<file path="src/rtl/multiply8_unsigned_arbiter_pkg.sv">
// Shared definitions for the two-requester 8x8 unsigned multiplier front end:
// operand/product widths, requester ID type, pipeline payload structs and the
// carry-save helpers used by the Wallace-tree reduction.
package multiply8_unsigned_arbiter_pkg;

    localparam int OPND_W     = 8;
    localparam int PROD_W     = 16;
    localparam int MUL8_TAG_W = 4;

    // Requester identifier: 0 or 1.
    typedef logic req_id_t;

    // S1 holds the operands of the accepted request plus its routing info.
    typedef struct packed {
        logic [OPND_W-1:0]     a;
        logic [OPND_W-1:0]     b;
        req_id_t               id;
        logic [MUL8_TAG_W-1:0] tag;
    } s1_payload_t;

    // S2 holds the finished product plus the same routing info.
    typedef struct packed {
        logic [PROD_W-1:0]     product;
        req_id_t               id;
        logic [MUL8_TAG_W-1:0] tag;
    } s2_payload_t;

    localparam s1_payload_t S1_EMPTY = '{
        a:   {OPND_W{1'b0}},
        b:   {OPND_W{1'b0}},
        id:  1'b0,
        tag: {MUL8_TAG_W{1'b0}}
    };

    localparam s2_payload_t S2_EMPTY = '{
        product: {PROD_W{1'b0}},
        id:      1'b0,
        tag:     {MUL8_TAG_W{1'b0}}
    };

    // Sum row of a 3:2 carry-save compressor applied across a whole row.
    function automatic logic [PROD_W-1:0] csa_sum(
        input logic [PROD_W-1:0] x,
        input logic [PROD_W-1:0] y,
        input logic [PROD_W-1:0] z
    );
        return x ^ y ^ z;
    endfunction

    // Carry row of a 3:2 compressor, already moved to the next weight.
    // Carries leaving bit 15 are dropped: the exact product fits in 16 bits,
    // so the modular sum of the rows is still the true product.
    function automatic logic [PROD_W-1:0] csa_carry(
        input logic [PROD_W-1:0] x,
        input logic [PROD_W-1:0] y,
        input logic [PROD_W-1:0] z
    );
        return ((x & y) | (x & z) | (y & z)) << 1;
    endfunction

    // One partial-product row: a gated by a single multiplier bit, at its weight.
    function automatic logic [PROD_W-1:0] partial_product(
        input logic [OPND_W-1:0] a,
        input logic              b_bit,
        input int unsigned       weight
    );
        logic [PROD_W-1:0] row;
        row = {{(PROD_W-OPND_W){1'b0}}, a & {OPND_W{b_bit}}};
        return row << weight;
    endfunction

endpackage

</file>
<file path="src/rtl/multiply8_unsigned_wallace_tree_without_loop.sv">
// Combinational 8x8 unsigned multiplier. Eight partial-product rows are
// reduced with row-wide 3:2 compressors (8 -> 6 -> 4 -> 3 -> 2 rows) and the
// last two rows are summed with a single carry-propagate adder. Every stage is
// written out explicitly so the tree shape is visible in the source.
module multiply8_unsigned_wallace_tree_without_loop
    import multiply8_unsigned_arbiter_pkg::*;
(
    input  logic [OPND_W-1:0] a,
    input  logic [OPND_W-1:0] b,
    output logic [PROD_W-1:0] product
);

    logic [PROD_W-1:0] pp0_s, pp1_s, pp2_s, pp3_s, pp4_s, pp5_s, pp6_s, pp7_s;
    logic [PROD_W-1:0] l1_sum_a_s, l1_car_a_s, l1_sum_b_s, l1_car_b_s;
    logic [PROD_W-1:0] l2_sum_a_s, l2_car_a_s, l2_sum_b_s, l2_car_b_s;
    logic [PROD_W-1:0] l3_sum_s, l3_car_s;
    logic [PROD_W-1:0] l4_sum_s, l4_car_s;

    // Partial-product generation, one row per multiplier bit.
    assign pp0_s = partial_product(a, b[0], 32'd0);
    assign pp1_s = partial_product(a, b[1], 32'd1);
    assign pp2_s = partial_product(a, b[2], 32'd2);
    assign pp3_s = partial_product(a, b[3], 32'd3);
    assign pp4_s = partial_product(a, b[4], 32'd4);
    assign pp5_s = partial_product(a, b[5], 32'd5);
    assign pp6_s = partial_product(a, b[6], 32'd6);
    assign pp7_s = partial_product(a, b[7], 32'd7);

    // Level 1: 8 rows -> 6 rows (pp6/pp7 pass through).
    assign l1_sum_a_s = csa_sum  (pp0_s, pp1_s, pp2_s);
    assign l1_car_a_s = csa_carry(pp0_s, pp1_s, pp2_s);
    assign l1_sum_b_s = csa_sum  (pp3_s, pp4_s, pp5_s);
    assign l1_car_b_s = csa_carry(pp3_s, pp4_s, pp5_s);

    // Level 2: 6 rows -> 4 rows.
    assign l2_sum_a_s = csa_sum  (l1_sum_a_s, l1_car_a_s, l1_sum_b_s);
    assign l2_car_a_s = csa_carry(l1_sum_a_s, l1_car_a_s, l1_sum_b_s);
    assign l2_sum_b_s = csa_sum  (l1_car_b_s, pp6_s, pp7_s);
    assign l2_car_b_s = csa_carry(l1_car_b_s, pp6_s, pp7_s);

    // Level 3: 4 rows -> 3 rows (l2_car_b passes through).
    assign l3_sum_s = csa_sum  (l2_sum_a_s, l2_car_a_s, l2_sum_b_s);
    assign l3_car_s = csa_carry(l2_sum_a_s, l2_car_a_s, l2_sum_b_s);

    // Level 4: 3 rows -> 2 rows.
    assign l4_sum_s = csa_sum  (l3_sum_s, l3_car_s, l2_car_b_s);
    assign l4_car_s = csa_carry(l3_sum_s, l3_car_s, l2_car_b_s);

    // Final carry-propagate addition.
    assign product = l4_sum_s + l4_car_s;

endmodule

</file>
<file path="src/rtl/multiply8_unsigned_arbiter.sv">
// Two-requester front end for a shared 8x8 unsigned multiplier.
// Pipeline: S1 (operands, id, tag) -> combinational multiplier -> S2 (product,
// id, tag). S2 drives the response channel directly, so resp_* are registered.
// Request readys are combinational from the valids, resp_ready and S1/S2 state.
// Build option: define MUL8_ARB_ROUND_ROBIN_EN for a round-robin pointer that
// alternates the winner when both requesters are valid; otherwise requester 0
// has fixed priority and the pointer register is not built.
module multiply8_unsigned_arbiter
    import multiply8_unsigned_arbiter_pkg::*;
#(
    parameter int TAG_W = MUL8_TAG_W
) (
    input  logic              clk,
    input  logic              rst,
    input  logic              req0_valid,
    output logic              req0_ready,
    input  logic [OPND_W-1:0] req0_a,
    input  logic [OPND_W-1:0] req0_b,
    input  logic [TAG_W-1:0]  req0_tag,
    input  logic              req1_valid,
    output logic              req1_ready,
    input  logic [OPND_W-1:0] req1_a,
    input  logic [OPND_W-1:0] req1_b,
    input  logic [TAG_W-1:0]  req1_tag,
    output logic              resp_valid,
    input  logic              resp_ready,
    output logic [PROD_W-1:0] resp_product,
    output req_id_t           resp_id,
    output logic [TAG_W-1:0]  resp_tag
);

    s1_payload_t       s1_r;
    s1_payload_t       s1_next_s;
    logic              s1_valid_r;
    s2_payload_t       s2_r;
    s2_payload_t       s2_next_s;
    logic              s2_valid_r;
    logic              s2_free_s;
    logic              s1_free_s;
    req_id_t           grant_s;
    logic              accept_s;
    logic [PROD_W-1:0] product_s;

    // A stage may load when it is empty or its contents move on this cycle.
    assign s2_free_s = !s2_valid_r || resp_ready;
    assign s1_free_s = !s1_valid_r || s2_free_s;

`ifdef MUL8_ARB_ROUND_ROBIN_EN
    req_id_t prio_r;

    // Pick the requester that owns the next S1 slot (pointer breaks ties).
    always_comb begin
        grant_s = 1'b0;
        if (req0_valid && req1_valid) begin
            grant_s = prio_r;
        end else if (req1_valid) begin
            grant_s = 1'b1;
        end else begin
            grant_s = 1'b0;
        end
    end

    // Tie-break pointer: after every accepted request the other port is favoured.
    always_ff @(posedge clk) begin
        if (rst) begin
            prio_r <= 1'b0;
        end else if (accept_s) begin
            prio_r <= ~grant_s;
        end
    end
`else
    // Pick the requester that owns the next S1 slot (port 0 always wins ties).
    always_comb begin
        grant_s = 1'b0;
        if (req0_valid) begin
            grant_s = 1'b0;
        end else if (req1_valid) begin
            grant_s = 1'b1;
        end else begin
            grant_s = 1'b0;
        end
    end
`endif

    // Readys are held low throughout reset so nothing is accepted into a
    // pipeline that is being cleared.
    assign req0_ready = !rst && s1_free_s && (grant_s == 1'b0) && req0_valid;
    assign req1_ready = !rst && s1_free_s && (grant_s == 1'b1) && req1_valid;
    assign accept_s   = req0_ready || req1_ready;

    // Steer the granted request's operands, id and tag toward S1.
    always_comb begin
        s1_next_s = S1_EMPTY;
        case (grant_s)
            1'b0: s1_next_s = '{a: req0_a, b: req0_b, id: 1'b0, tag: req0_tag};
            1'b1: s1_next_s = '{a: req1_a, b: req1_b, id: 1'b1, tag: req1_tag};
            default: s1_next_s = S1_EMPTY;
        endcase
    end

    // S1 operand register: takes the granted request whenever the slot frees up.
    always_ff @(posedge clk) begin
        if (rst) begin
            s1_valid_r <= 1'b0;
            s1_r       <= S1_EMPTY;
        end else if (s1_free_s) begin
            s1_valid_r <= accept_s;
            if (accept_s) begin
                s1_r <= s1_next_s;
            end
        end
    end

    multiply8_unsigned_wallace_tree_without_loop u_mul (
        .a       (s1_r.a),
        .b       (s1_r.b),
        .product (product_s)
    );

    assign s2_next_s = '{product: product_s, id: s1_r.id, tag: s1_r.tag};

    // S2 result register: loads from S1 when free; otherwise holds the
    // presented response stable under backpressure.
    always_ff @(posedge clk) begin
        if (rst) begin
            s2_valid_r <= 1'b0;
            s2_r       <= S2_EMPTY;
        end else if (s2_free_s) begin
            s2_valid_r <= s1_valid_r;
            if (s1_valid_r) begin
                s2_r <= s2_next_s;
            end
        end
    end

    assign resp_valid   = s2_valid_r;
    assign resp_product = s2_r.product;
    assign resp_id      = s2_r.id;
    assign resp_tag     = s2_r.tag;

endmodule

</file>
<file path="config.mk">
export PLATFORM = sky130hd
export DESIGN_NAME = multiply8_unsigned_arbiter
export DESIGN_NICKNAME = d
export VERILOG_FILES = /design/src/rtl/multiply8_unsigned_arbiter_pkg.sv /design/src/rtl/multiply8_unsigned_wallace_tree_without_loop.sv /design/src/rtl/multiply8_unsigned_arbiter.sv
export SDC_FILE = /design/constraint.sdc
export NUM_CORES = 1
export LEC_CHECK = 0
export CAP_MARGIN = 20
export CORE_MARGIN = 2
export CORE_UTILIZATION = 57
export DETAILED_ROUTE_END_ITERATION = 8
export HOLD_SLACK_MARGIN = 0.12
export PLACE_DENSITY_LB_ADDON = 0.25
export SYNTH_ARGS = -nofsm -noshare
export SYNTH_HDL_FRONTEND = slang
export SYNTH_SLANG_ARGS = --single-unit
export TNS_END_PERCENT = 30
</file>
<file path="constraint.sdc">
create_clock -name clk -period 10.9 [get_ports clk]
set_input_delay 2.18 -clock clk [delete_from_list [all_inputs] [get_ports clk]]
set_output_delay 2.18 -clock clk [all_outputs]
set_load 0.01 [all_outputs]
</file>
==> flow_metrics.py <==
metrics = {
    "logic_synthesis": {
        "synth_ff_type": "dfxtp_1",
        "synth_area_leaders": "dfxtp_1 25%, fa_1 22%, ha_1 8.7%",
        "yosysUniqueCellTypes": 36,
        "async_flop_share_pct": 0,
        "synth_top_area_cell": "dfxtp_1",
        "netlist_area_um2": 3576,
        "ys_seq_area_share_pct": 24.63,
        "synth_fp_nets": 504,
        "yosys_warnings": 0,
        "synth_seq_cells": 44,
        "synth_edf_count": 0,
        "netlist_instances": 395,
        "synth_top_area_share_pct": 24.63,
        "syn_avg_cell_area_um2": 9.053,
    },
    "global_route": {
        "grt_pass1_wl_um": 13580,
        "grt_remaining_overflow": 0,
        "grt_use_total_pct": 24.02,
        "grt_pass1_vias": 3027,
        "antenna_found_initial": 0,
        "grt_max_degree": 49,
    },
    "sta": {
        "setup_violations": 0,
        "worst_pin_slew_ps": 820.4,
        "slew_violations": 0,
        "layout_min_cycle_time_ps": 6039,
        "hold_violations": 0,
        "finClkSkew_ps": 11.21,
        "slew_headroom_pct": 45.30,
        "hold_ws_ps": 454.2,
        "rsz0062_at_grt": "no",
        "period_share_pct": 55.40,
        "fmax_mhz": 165.6,
        "final.setup.tns_ps": 0,
    },
    "routing": {
        "dr_wl_met2_um": 3973,
        "via_count": 2910,
        "drc": 0,
        "drt-initial-drc-count": 154,
        "drtPass1Iterations": 4,
        "via_per_inst": 5.501,
        "top_layer_used": "met4",
        "ant_nets": 0,
        "wl_met3_um": 395,
        "detail_route.wirelength_um": 7913,
        "wl_per_cell_um": 14.96,
        "m1WireLength_um": 3387,
    },
    "cells_and_area": {
        "n_antenna_cell": 0,
        "fin_nets": 562,
        "area.growth.synth_to_final_pct": 23.97,
        "final_cells": 529,
        "drive_gt1_share_pct": 4.405,
        "fillers": 452,
    },
    "pwr": {
        "p_per_area_nw_per_um2": 95.31,
        "peakVddDrop_mv": 0.07019,
        "p_sw_uw": 129.2,
        "finalPower_uw": 422.5,
        "combPwrFrac_pct": 25.5,
        "leakage_nw": 1.900,
        "power_frac_seq_pct": 43.9,
        "netSwitchingFraction_pct": 30.58,
        "p_int_uw": 293.3,
        "pwr-share-clk_pct": 30.6,
    },
    "place": {
        "routabilityCongestion": 0.8638,
        "dp_hpwl_um": 6065,
        "placed_cells": 520,
        "port_buffers": 68,
    },
    "floorplan": {
        "fp.dieW_um": 83.21,
        "start_util_pct": 59.69,
        "io_pins": 69,
        "die_area_um2": 6923,
        "die_h_um": 83.21,
        "row_count": 28,
        "core-area_um2": 5991,
    },
    "clock_network": {
        "clk_latency_ps": 310,
        "numCtsBuffers": 5,
        "clock-sinks": 44,
        "clockRootBuffer": "clkbuf_8",
        "cts_resized": 0,
        "cts_tree": "built",
        "cts_max_level": 2,
        "clock_path_buffers": 2,
        "ctsHoldBuffers": 0,
        "clk_pin_slew_ps": 90,
        "postCtsSetupBuffers": 0,
    },
    "worst_setup_path": {
        "critical_path_class": "input pin to output port",
        "critPathLaunchType": "input pin",
        "end_kind": "output port",
        "reg2reg_slack_ps": 6580,
        "required_ps": 8720,
        "crit_fanout": 8,
        "arrival_ps": 3860,
    },
    "run_status": {
        "status": "completed",
    },
    "flow_run": {
        "cap_viol_max_count": 0,
    },
    "hold_path": {
        "hp-class": "flip-flop to flip-flop",
    },
}
## synthesized netlist by cell type (all sizes together), types with 2 or more instances
master	instances
nand2b	2
fa	39
nor2	25
xnor2	2
o211ai	2
nor2b	3
buf	7
dfxtp	44
and2	46
clkbuf	14
nand2	56
ha	25
o21bai	2
nand3	4
a211oi	22
xor2	6
o31ai	3
a21oi	25
inv	35
mux2i	20
o21ai	2
a21o	3
## through the flow
step	cell area, µm²	utilization, %	worst slack, ps
global route	4433	74.00	4757
detailed placement	4303	71.83	4261
CTS	4418	73.75	4268
finish	4433	74.00	4861
floorplan	3576	-	5875
global placement	4275	71.37	4341
## power by group through the flow
stage                     clock network [mW]  logic, mW  registers, mW
after floorplan                            0     0.0702          0.181
after global placement                     0      0.103          0.188
after detailed placement                   0      0.108          0.188
after CTS                              0.131      0.108          0.185
after global routing                   0.139      0.122          0.187
final                                  0.129      0.108          0.185
## worst paths after layout
kind / from / end / cells past startpoint
max: req1_valid / req1_ready / 4
min: resp_product[8] / resp_product[8] / 2
max reg2reg: s1_r[7] / resp_product[15] / 13
min reg2reg: resp_product[8] / resp_product[8] / 2
## critical path, cell delays in order
cell and delay [ps]:
clkdlybuf4s50_1 470, nor2b_2 450, and2_1 210, clkdlybuf4s50_1 530
## state kept, by name, indices dropped and copies added (netlist names)
register and flops:
resp_id 1, s1_valid_r 1, s1_r 21, resp_valid 1
resp_product 16, resp_tag 4
## layout by cell type, fill, tap and decap left out, types with 2 or more instances in the layout
cell type and n:
a211oi_1 22, a21o_1 3, a21oi_1 23, a21oi_2 2, and2_1 45, buf_4 2, clkbuf_8 5, clkdlybuf4s50_1 68
dfxtp_1 44, fa_1 39, ha_1 25, inv_1 35, mux2i_1 20, nand2_1 56, nand2b_1 2, nand3_1 4
nor2_1 25, nor2b_2 2, o21bai_1 2, o31ai_1 3, xnor2_1 2, xor2_1 6
## per-layer routing
metal / up-vias / global-route usage (%)
met3: 13 / 4.672
met1: 1396 / 29.83
met2: 89 / 42.01
li1: 1412 / -
met4: 0 / 7.601
met5: - / 0
## cells by family (layout without fill, tap and decap cells)
logic type	after synthesis	after routing	synth area share, %
and+or+nand+nor	140	140	18.93
adders and majority gates	64	64	30.58
AOI/OAI and AO/OA	63	63	12.04
buffers and inverters	56	115	6.263
DFF	44	44	24.63
muxes	20	20	5.598
xor gates and xnor gates	8	8	1.959
## layout make-up
cell class,count,area (µm²),area share [%]
Clock buffer,5,68.82,1.552
Sequential cell,44,880.8,19.87
Inverter,35,131.4,2.964
Multi-Input combinational cell,295,2474,55.80
Timing Repair Buffer,72,738.2,16.65
Clock inverter,3,46.29,1.044
Tap cell,75,93.84,2.117
(Power assumes the default switching activity.)
==> RTL change, RTL diff (same flow settings) <==
The package constant `OPND_W` goes from 8 to 9.
--- a/src/rtl/multiply8_unsigned_arbiter_pkg.sv
+++ b/src/rtl/multiply8_unsigned_arbiter_pkg.sv
@@ -4,5 +4,5 @@
 package multiply8_unsigned_arbiter_pkg;
 
-    localparam int OPND_W     = 8;
+    localparam int OPND_W     = 9;
     localparam int PROD_W     = 16;
     localparam int MUL8_TAG_W = 4;
Interface: changed (resized req0_a, req0_b, req1_a and req1_b); port bits go from 69 to 73. No check against the original RTL was run, so the function may have changed too.
==> RTL change against the original RTL <==
Sequential cell count grew 1. Area after synthesis grew 7.2%. Worst setup slack gained 0.0015 ns. Final cell count grew 7.8%. Via count grew 8.9%. Wire length grew 5.9%. First-iteration DRC count shrank 39%. Design area grew 5.6%. Synthesized cell count grew 9.9%. Total power grew 3.0%. Hold slack gained 0.0020 ns. Critical endpoint unchanged. Highest routed layer unchanged.
==> RTL change: results (changes against the original RTL) <==
### Run status
* outcome: completed

### Clock tree
* number of post-CTS setup repair buffers: 0, unchanged
* # resized after CTS: 0, unchanged
* Num CTS Buffers: 5, unchanged
* H-tree depth reported by CTS: 2, unchanged
* clock-pin slew on the worst setup and hold paths: 0.09 ns, about the same
* Worst-Skew Late Latency: 0.30 ns
* clk buf depth: 2, unchanged

### Placed design
* HPWL after detailed placement: 6430 microns, +6.1%
* placed standard-cell area: 4570 sq um, +6.2%
* worst slack at placement: 4.85 ns, +0.589 ns
* Port Buf Inserts: 70, +2.9%
* Routability Congestion: 0.897, +3.9%
* placed cell count: 562, +8.1%

### Route
* detailed-route wire length per cell: 14.7 microns, -1.7%
* DR pass1 iterations: 4, unchanged
* count of vias placed by the detailed router: 3170, +8.9%
* DRT iter0 DRCs: 94, -39%

### Layout
* number of diodes: 0, unchanged
* FILL cells: 503, +11%
* Largest register FFs: 22, +4.8%
* final cell count without fillers: 570, +7.8%
* Biggest register: s1_r
* most common cell after layout, fill and taps aside: clkdlybuf4s50_1
* final net count: 610, +8.5%
* layout cells sized above 1: 3.25%, -1.2 points

### Logic synthesis
* adder-cell share of the synthesized area: 31.3%, +0.74 points
* syn_nets: 552, +9.5%
* xor and xnor area share after synthesis: 1.14%, -0.82 points
* post-synthesis instance total: 434, +9.9%
* synth unique cells: 30, -17%
* most instantiated cells after synthesis: nand2_1 (57), and2_1 (50), dfxtp_1 (45), fa_1 (45), inv_1 (44)
* Synth Area in Compound Gates: 12.3%, +0.23 points
* multiplexer share of the synthesized area: 5.74%, +0.14 points
* YS warnings: 0, unchanged
* synth top area cells: dfxtp_1 (23%), fa_1 (23%), and2_1 (8.2%)
* sequential-to-total area share from yosys stat: 23.5%, -1.1 points

### Timing
* worst-margin pin slew: 0.983 ns, +0.162 ns
* highest clock rate: 166 MHz, about the same
* final worst hold slack: 0.456 ns, +0.00199 ns
* clock skew after layout: 0.0124 ns, +0.00115 ns

### Global routing
* global-route wire length before repair: 14800 microns, +9.0%
* overall track demand over capacity in global routing: 25.1%, +1.1 points
* pin count of the biggest net entering global routing: 44, -10%
* via count of the first global-routing pass: 3350, +11%

### Setup path
* maximum fanout along the worst path: 22, +14
* top cell family by delay on the critical path: buffers and inverters
* r2r setup slk: 6.58 ns, about the same
* data arrival time of the worst path: 3.86 ns, about the same
* worst stage delay on the critical path: 0.54 ns

### Pwr
* IR Drop Worst-Case VDD: 69.4 uV, -1.1%
* leakage component of the power: 2.01 nW, +5.8%

[RTL change: cell types whose count changed after synthesis, moves of 4 or more]
cell     unedited run  this run
and2_1             45        50
inv_1              35        44
xor2_1              6         1
o21ai_0             1         5
a21oi_1            23        27
nor2_1             25        29
fa_1               39        45
[RTL change: worst min-delay path: cells and delay by family (launching register included)]
kind,cells,cell delay (ns)
AND/OR/NAND/NOR,1,0.05
AO/OA/AOI/OAI,1,0.05
flip-flops,1,0.32
[RTL change: metal layers]
metal  global-route usage (%)  part of all wire [%]
met1                     29.4                    41
met2                     46.5                    53
met3                     4.33                   4.9
met4                     7.36                   1.7
met5                        0                     0
[RTL change: path summary, 6_finish.rpt]
check | start | end | cells past startpoint
min reg2reg | s1_r[1] | resp_tag[1] | 2
max | req1_valid | req1_ready | 5
min | s1_r[1] | resp_tag[1] | 2
max reg2reg | s1_r[18] | resp_product[14] | 13
[RTL change: kinds of logic (layout without fill, tap and decap cells)]
logic type	count (synthesis)	after routing
AO/OA/AOI/OAI	72	72
XOR/XNOR	5	5
adder cells (fa/ha/maj)	69	69
buffers and inverters	67	126
flip-flops	45	45
multiplexers	22	22
AND/OR/NAND/NOR	154	154
[RTL change: power by group]
| part | switching (mW) | internal (mW) |
|---|---|---|
| Clock | 0.0573 | 0.0688 |
| Sequential | 0.0173 | 0.174 |
| Combinational | 0.0587 | 0.0589 |
| Total | 0.133 | 0.302 |
[RTL change: layout make-up]
type | count | area (sq um) | area share, %
inverter | 44 | 165 | 3.53
multi-input combinational | 322 | 2680 | 57.2
sequential | 45 | 901 | 19.3
clock buffer | 6 | 72.6 | 1.55
tap | 77 | 96.3 | 2.06
clock inverter | 2 | 38.8 | 0.829
timing repair buffer | 74 | 731 | 15.6
